`config.mk`:
```
export PLATFORM = sky130hd
export DESIGN_NAME = led_panel_sink
export DESIGN_NICKNAME = d
export VERILOG_FILES = /design/src/rtl/led_panel_sink_pkg.sv /design/src/rtl/led_panel_sink_sync_edge.sv /design/src/rtl/led_panel_sink.sv
export SDC_FILE = /design/constraint.sdc
export NUM_CORES = 2
export LEC_CHECK = 0
export BUFFER_PORTS_ARGS = -buffer_cell sky130_fd_sc_hd__buf_2
export CAP_MARGIN = 20
export CORE_MARGIN = 2
export CORE_UTILIZATION = 49
export CTS_CLUSTER_SIZE = 30
export DETAILED_ROUTE_END_ITERATION = 7
export PLACE_DENSITY_LB_ADDON = 0.3
export SYNTH_ARGS = -nofsm -noshare
export SYNTH_HDL_FRONTEND = slang
export SYNTH_SLANG_ARGS = --single-unit
```
`constraint.sdc`:
```
create_clock -name clk -period 2.7 [get_ports clk]
set_input_delay 0.54 -clock clk [delete_from_list [all_inputs] [get_ports clk]]
set_output_delay 0.54 -clock clk [all_outputs]
set_load 0.005 [all_outputs]
```
`src/rtl/led_panel_sink_pkg.sv`:
```
// Shared definitions for the LED panel drive interface (panel driver and panel-side sink).
package led_panel_sink_pkg;

   localparam int unsigned LED_COLS = 32;
   localparam int unsigned LED_ROWS = 4;

   typedef struct packed {
      logic r;
      logic g;
      logic b;
   } rgb_t;

endpackage

```
`src/rtl/led_panel_sink_sync_edge.sv`:
```
// N-stage input synchroniser with one extra delay flop for rise/fall detection.
module led_panel_sink_sync_edge #(
   parameter int unsigned W      = 1,
   parameter int unsigned STAGES = 2,
   parameter logic [W-1:0] IDLE  = '0
) (
   input  logic         clk,
   input  logic         rst_n,
   input  logic [W-1:0] d_i,
   output logic [W-1:0] lvl_o,
   output logic [W-1:0] rise_o,
   output logic [W-1:0] fall_o
);

   logic [W-1:0] dly_q;

   if (STAGES == 0) begin : g_direct
      assign lvl_o = d_i;
   end else begin : g_sync
      logic [STAGES-1:0][W-1:0] sync_q;

      always_ff @(posedge clk or negedge rst_n) begin
         if (!rst_n) begin
            sync_q <= {STAGES{IDLE}};
         end else begin
            sync_q[0] <= d_i;
            for (int i = 1; i < STAGES; i++) sync_q[i] <= sync_q[i-1];
         end
      end

      assign lvl_o = sync_q[STAGES-1];
   end

   always_ff @(posedge clk or negedge rst_n) begin
      if (!rst_n) dly_q <= IDLE;
      else        dly_q <= lvl_o;
   end

   assign rise_o = lvl_o & ~dly_q;
   assign fall_o = ~lvl_o & dly_q;

endmodule

```
`src/rtl/led_panel_sink.sv`:
```
// Panel-side receiver: oversamples the LED drive bus, deserialises both half-panels
// and stores every latched row in a readable frame store.
module led_panel_sink
   import led_panel_sink_pkg::*;
#(
   parameter int unsigned COLS        = LED_COLS,
   parameter int unsigned ROWS        = LED_ROWS,
   parameter int unsigned SYNC_STAGES = 2,
   localparam int unsigned CW         = $clog2(COLS),
   localparam int unsigned RW         = $clog2(ROWS),
   localparam int unsigned SRW        = $clog2(2*ROWS)
) (
   input  logic           clk,
   input  logic           reset,
   input  logic           sclk_in,
   input  logic           red_in,
   input  logic           green_in,
   input  logic           blue_in,
   input  logic           latch_in,
   input  logic           blank_in,
   input  logic           aclk_in,
   input  logic           arst_in,
   input  logic [SRW-1:0] rd_row,
   input  logic [CW-1:0]  rd_col,
   output logic [2:0]     rd_rgb,
   output logic           row_stb,
   output logic [RW-1:0]  row_idx,
   output logic           frame_stb,
   output logic [CW:0]    shift_cnt,
   output logic           len_err,
   output logic           lit
);

   localparam int unsigned NENT     = 2**SRW;
   localparam logic [CW:0] CNT_FULL = (CW+1)'(COLS);
   localparam logic [CW:0] CNT_MAX  = (CW+1)'(COLS+1);
   localparam logic [RW-1:0] ROW_LAST = RW'(ROWS-1);

   logic       sclk_lvl, sclk_rise, sclk_fall;
   logic       latch_lvl, latch_rise, latch_fall;
   logic       aclk_lvl, aclk_rise, aclk_fall;
   logic       arst_lvl, arst_rise, arst_fall;
   logic       blank_lvl, blank_rise, blank_fall;
   logic [2:0] rgb_lvl, rgb_rise, rgb_fall;
   rgb_t       rgb_s;

   led_panel_sink_sync_edge #(.W(1), .STAGES(SYNC_STAGES), .IDLE(1'b1)) u_sclk (
      .clk(clk), .rst_n(reset), .d_i(sclk_in),
      .lvl_o(sclk_lvl), .rise_o(sclk_rise), .fall_o(sclk_fall));

   led_panel_sink_sync_edge #(.W(1), .STAGES(SYNC_STAGES), .IDLE(1'b0)) u_latch (
      .clk(clk), .rst_n(reset), .d_i(latch_in),
      .lvl_o(latch_lvl), .rise_o(latch_rise), .fall_o(latch_fall));

   led_panel_sink_sync_edge #(.W(1), .STAGES(SYNC_STAGES), .IDLE(1'b0)) u_aclk (
      .clk(clk), .rst_n(reset), .d_i(aclk_in),
      .lvl_o(aclk_lvl), .rise_o(aclk_rise), .fall_o(aclk_fall));

   led_panel_sink_sync_edge #(.W(1), .STAGES(SYNC_STAGES), .IDLE(1'b0)) u_arst (
      .clk(clk), .rst_n(reset), .d_i(arst_in),
      .lvl_o(arst_lvl), .rise_o(arst_rise), .fall_o(arst_fall));

   led_panel_sink_sync_edge #(.W(1), .STAGES(SYNC_STAGES), .IDLE(1'b1)) u_blank (
      .clk(clk), .rst_n(reset), .d_i(blank_in),
      .lvl_o(blank_lvl), .rise_o(blank_rise), .fall_o(blank_fall));

   // Data goes through the same depth as sclk so each bit stays aligned with its edge.
   led_panel_sink_sync_edge #(.W(3), .STAGES(SYNC_STAGES), .IDLE(3'b000)) u_rgb (
      .clk(clk), .rst_n(reset), .d_i({red_in, green_in, blue_in}),
      .lvl_o(rgb_lvl), .rise_o(rgb_rise), .fall_o(rgb_fall));

   logic unused_edges;
   assign unused_edges = ^{sclk_lvl, latch_lvl, latch_fall, aclk_lvl, aclk_fall,
                           arst_rise, arst_fall, blank_rise, blank_fall, rgb_rise, rgb_fall};

   assign rgb_s = rgb_t'(rgb_lvl);

   rgb_t [COLS-1:0] lo_q, lo_d, hi_q, hi_d;
   rgb_t [COLS-1:0] store_q [NENT];
   logic [CW:0]     cnt_q, cnt_d;
   logic [RW-1:0]   row_q, row_d, row_idx_q;
   logic            row_stb_q, frame_stb_q, len_err_q;
   logic [2:0]      rd_rgb_q;

   always_comb begin
      lo_d  = lo_q;
      hi_d  = hi_q;
      cnt_d = cnt_q;
      if (sclk_rise) begin
         lo_d = {lo_q[COLS-2:0], rgb_s};
         if (cnt_q != CNT_MAX) cnt_d = cnt_q + (CW+1)'(1);
      end
      if (sclk_fall) hi_d = {hi_q[COLS-2:0], rgb_s};
   end

   always_comb begin
      row_d = row_q;
      if (arst_lvl)       row_d = '0;
      else if (aclk_rise) row_d = (row_q == ROW_LAST) ? '0 : row_q + RW'(1);
   end

   // A latch in the same cycle as a shift stores the post-shift chains (lo_d/hi_d),
   // and always uses the pre-advance row address.
   always_ff @(posedge clk or negedge reset) begin
      if (!reset) begin
         lo_q        <= '0;
         hi_q        <= '0;
         cnt_q       <= '0;
         row_q       <= '0;
         row_idx_q   <= '0;
         row_stb_q   <= 1'b0;
         frame_stb_q <= 1'b0;
         len_err_q   <= 1'b0;
         rd_rgb_q    <= '0;
         for (int i = 0; i < NENT; i++) store_q[i] <= '0;
      end else begin
         lo_q        <= lo_d;
         hi_q        <= hi_d;
         row_q       <= row_d;
         row_stb_q   <= latch_rise;
         frame_stb_q <= latch_rise && (row_q == ROW_LAST);
         rd_rgb_q    <= store_q[rd_row][rd_col];
         if (latch_rise) begin
            store_q[{1'b0, row_q}] <= hi_d;
            store_q[{1'b1, row_q}] <= lo_d;
            row_idx_q              <= row_q;
            len_err_q              <= len_err_q | (cnt_d != CNT_FULL);
            cnt_q                  <= '0;
         end else begin
            cnt_q <= cnt_d;
         end
      end
   end

   assign rd_rgb    = rd_rgb_q;
   assign row_stb   = row_stb_q;
   assign row_idx   = row_idx_q;
   assign frame_stb = frame_stb_q;
   assign shift_cnt = cnt_q;
   assign len_err   = len_err_q;
   assign lit       = ~blank_lvl;

endmodule

```
==> summary.md <==
| Metric | Value |
|---|---|
| Slew HR | `50.5%` |
| First drt pass iteration count | `5` |
| Startpoint Class | `register` |
| Max cap viols | `0` |
| Num rows | `107` |
| PD cells | `775 nW/um2` |
| Sink Count | `995` |
| Mean Syn Cell Area | `11.2 um2` |
| Mux cell area share after synthesis | `15.2%` |
| Drc violations | `0` |
| Worst r2r src | `u_sclk.lvl_o$_DFF_PN1_` |
| I/O pin cnt | `33` |
| LEAKAGE | `22.9 nW` |
| Synth Area in Simple Gates | `8.77%` |
| CTS buffer count | `104` |
| Cells after DPL | `4845` |
| Starting Density | `49.3%` |
| Clock tree from TritonCTS | `built` |
| Largest net degree at the start of global routing | `136` |
| Clk buf depth | `3` |
| Final Worst Setup Slack | `0.515 ns` |
| Hpwl dp | `67.0 mm` |
| Fin. Hold Viols | `0` |
| Root Driver | `clkbuf_16` |
| Cell taking the most area after synthesis | `dfrtp_1` |
| Synth area leaders | `dfrtp_1 (59%), o21ai_0 (9.2%), mux4_2 (7.6%)` |
| Port buffer count | `32` |
| Die H | `297 um` |
| Top_reg_cell synth | `dfrtp_1` |
| Period minus WS final | `2.18 ns` |
| Xor/xnor share of the synthesized area | `0.0835%` |
| Clock share of power | `40.5%` |
| Die X-Extent | `297 um` |
| Post-CTS Setup Bufs | `0` |
| Reg power frac | `47.8%` |
| Largest family of logic cells by synthesized area | `multiplexers` |
| Die Area | `88000 um2` |
| Hold Path Origin | `u_latch.g_sync.sync_q[0]$_DFF_PN0_` |
| Post-synth cell types | `59` |
| Most common cell after layout, fill and taps aside | `dfrtp_1` |
| Fin util | `56.8%` |
| Total number of vias | `27900` |
| CP startpoint | `u_sclk.lvl_o$_DFF_PN1_` |
| RSZ-0062 raised after global routing | `false` |
| Post-Syn Area | `41900 um2` |
| Most frequent cells in the layout | `dfrtp_1 (990), nand2_1 (797), o21ai_0 (775)` |
| GRT overflow | `0` |
| Routability cong. | `0.826` |
| Synthesized netlist cell count | `3749` |
| Final Max Slew Viols | `0` |
| CP max FO | `30` |
| Fraction of layout cells with a size suffix above 1 | `14.0%` |
| Crit share post-route | `80.9%` |
| Setup violators final | `0` |
| Initial antenna violation count | `6` |
| Htree depth | `3` |
| Fin cells | `5049` |
| Yosys warns | `0` |
| Total wire length | `101 mm` |
| Post-DRT Antenna Nets | `0` |
| Switching pwr | `9.86 mW` |
| Max frequency | `458 MHz` |
| Slew @ Worst Pin | `0.742 ns` |
| Core area | `85000 um2` |
| Worst Path Arrival | `2.71 ns` |
| Asr flop ratio synth | `100%` |
| Adder-cell area share of the yosys netlist | `0.179%` |
| Crit path required time | `3.23 ns` |
| Worst setup EP type | `register` |
| Status | `finished clean` |
| Seq/Total Area, Yosys | `59.4%` |
| Vias in the first global route | `27800` |
| Worst-path clk slew | `0.06 ns` |
| Sw Ratio | `26.3%` |
| Pre-CTS WS | `-0.116 ns` |
| Gate power share | `11.8%` |
| Complex-gate fraction of the synthesized area | `11.6%` |
| Post-synth EDFFs | `0` |
| Vias/cell | `5.53` |
| Worst Hold Class | `register to register` |
| Cell-internal power | `27.6 mW` |
| Max VDD drop | `0.543 mV` |
| Mapped Nets | `3773` |
| Yosys top cell area share | `59.1%` |
| Synth Register Bits | `995` |
| Layout area overhead | `15.1%` |
| Worst-Skew Late Latency | `0.68 ns` |
| Final #Nets | `3840` |
| Worst Setup Path Type | `register to register` |
| First-pass GRT wire length | `163 mm` |
| Drt first-iter violations | `2050` |
| Clock Skew | `0.0506 ns` |
| Gr usage total | `23.9%` |
| Routed len/inst | `20.0 um` |
## layer usage
layer	vias up	global-route usage [%]	routed length, um
met1	14000	34.7	45700
li1	13100	-	-
met2	662	38.1	48000
met5	-	0	35
met3	164	3.47	5060
met4	6	6.41	2280
## critical path, cell delays in order, from the launching register on
cell     delay [ns]
dfstp_2        0.56
nor2b_4        0.24
buf_12         0.31
buf_12         0.24
mux2i_1        0.47
o21ai_0        0.19
## metrics by stage
stage / total power [mW] / hold WS (ns) / TNS [ns] / cell area [um2]
after CTS: 37.7 / 0.341 / 0 / 48300
after detailed placement: 22.5 / 0.336 / -0.270 / 44500
final: 37.4 / 0.340 / 0 / 48300
after global routing: 39.1 / 0.346 / 0 / 48300
after global placement: 22.4 / 0.334 / -0.257 / 44500
after floorplan: 20.6 / 0.244 / 0 / 41900
## sequential cells by signal, indices dropped and copies added, names as in the netlist, 2 cells and up
register	count
row_q	2
u_rgb.lvl_o	3
row_idx	2
u_rgb.g_sync.sync_q	3
rd_rgb	3
hi_q	96
lo_q	96
shift_cnt	6
store_q	768
## synth_stat cells (all sizes together) (3+ instances only)
cell type / n
a2111oi: 3
a211oi: 7
a21oi: 24
a22o: 4
a22oi: 42
a2bb2oi: 4
a31oi: 6
a41oi: 3
and2: 5
buf: 84
clkbuf: 181
dfrtp: 990
dfstp: 5
ha: 6
inv: 201
mux2: 3
mux2i: 285
mux4: 153
nand2: 801
nand2b: 13
nand3: 24
nand4: 7
nor2: 25
nor2b: 17
nor3: 19
o211ai: 5
o21ai: 775
o221ai: 5
o22ai: 16
o41ai: 3
or3: 4
## timing repair
item | 4_1_cts | 5_1_grt
hold buffers | 9 | 0
hold endpoints to repair | 27 | 0
resized for setup | 0 | 0
## worst paths after layout
kind | end | slack (ns) | cells after the start
worst max-delay path | store_q[228]$_DFFE_PN0P_ | 0.52 | 5
worst min-delay path | u_latch.lvl_o$_DFF_PN0_ | 0.34 | 0
worst max register to register | store_q[228]$_DFFE_PN0P_ | 0.52 | 5
worst min register to register | u_latch.lvl_o$_DFF_PN0_ | 0.34 | 0
max in group asynchronous | store_q[226]$_DFFE_PN0P_ | 1.25 | 3
min in group asynchronous | store_q[85]$_DFFE_PN0P_ | 0.39 | 2
## power groups by stage
| stage | combinational (mW) | clock [mW] | sequential (mW) |
|---|---|---|---|
| after floorplan | 2.88 | 0 | 17.7 |
| after global placement | 4.30 | 0 | 18.1 |
| after detailed placement | 4.42 | 0 | 18.1 |
| after CTS | 4.45 | 15.4 | 17.9 |
| after global routing | 5.02 | 16.0 | 18.1 |
| final | 4.41 | 15.1 | 17.9 |
## final cells by class
class / count / area (um2)
diodes: 1 / 2.50
clock buffers: 158 / 3120
clock inverters: 36 / 581
fillers: 7021 / 36700
inverters: 201 / 754
multi-input cells: 2288 / 15100
flip-flops and latches: 995 / 24900
well taps: 1144 / 1430
repair buffers: 226 / 2410
## cell families (layout without fill, tap and decap cells)
family,Yosys count,after routing
flip-flops,995,995
AND/OR/NAND/NOR,925,925
AO/OA/AOI/OAI,912,912
buffers and inverters,466,621
multiplexers,441,441
adder cells (fa/ha/maj),6,6
XOR/XNOR,4,4
other,0,1
No activity file was read; power rests on OpenSTA's default activity.
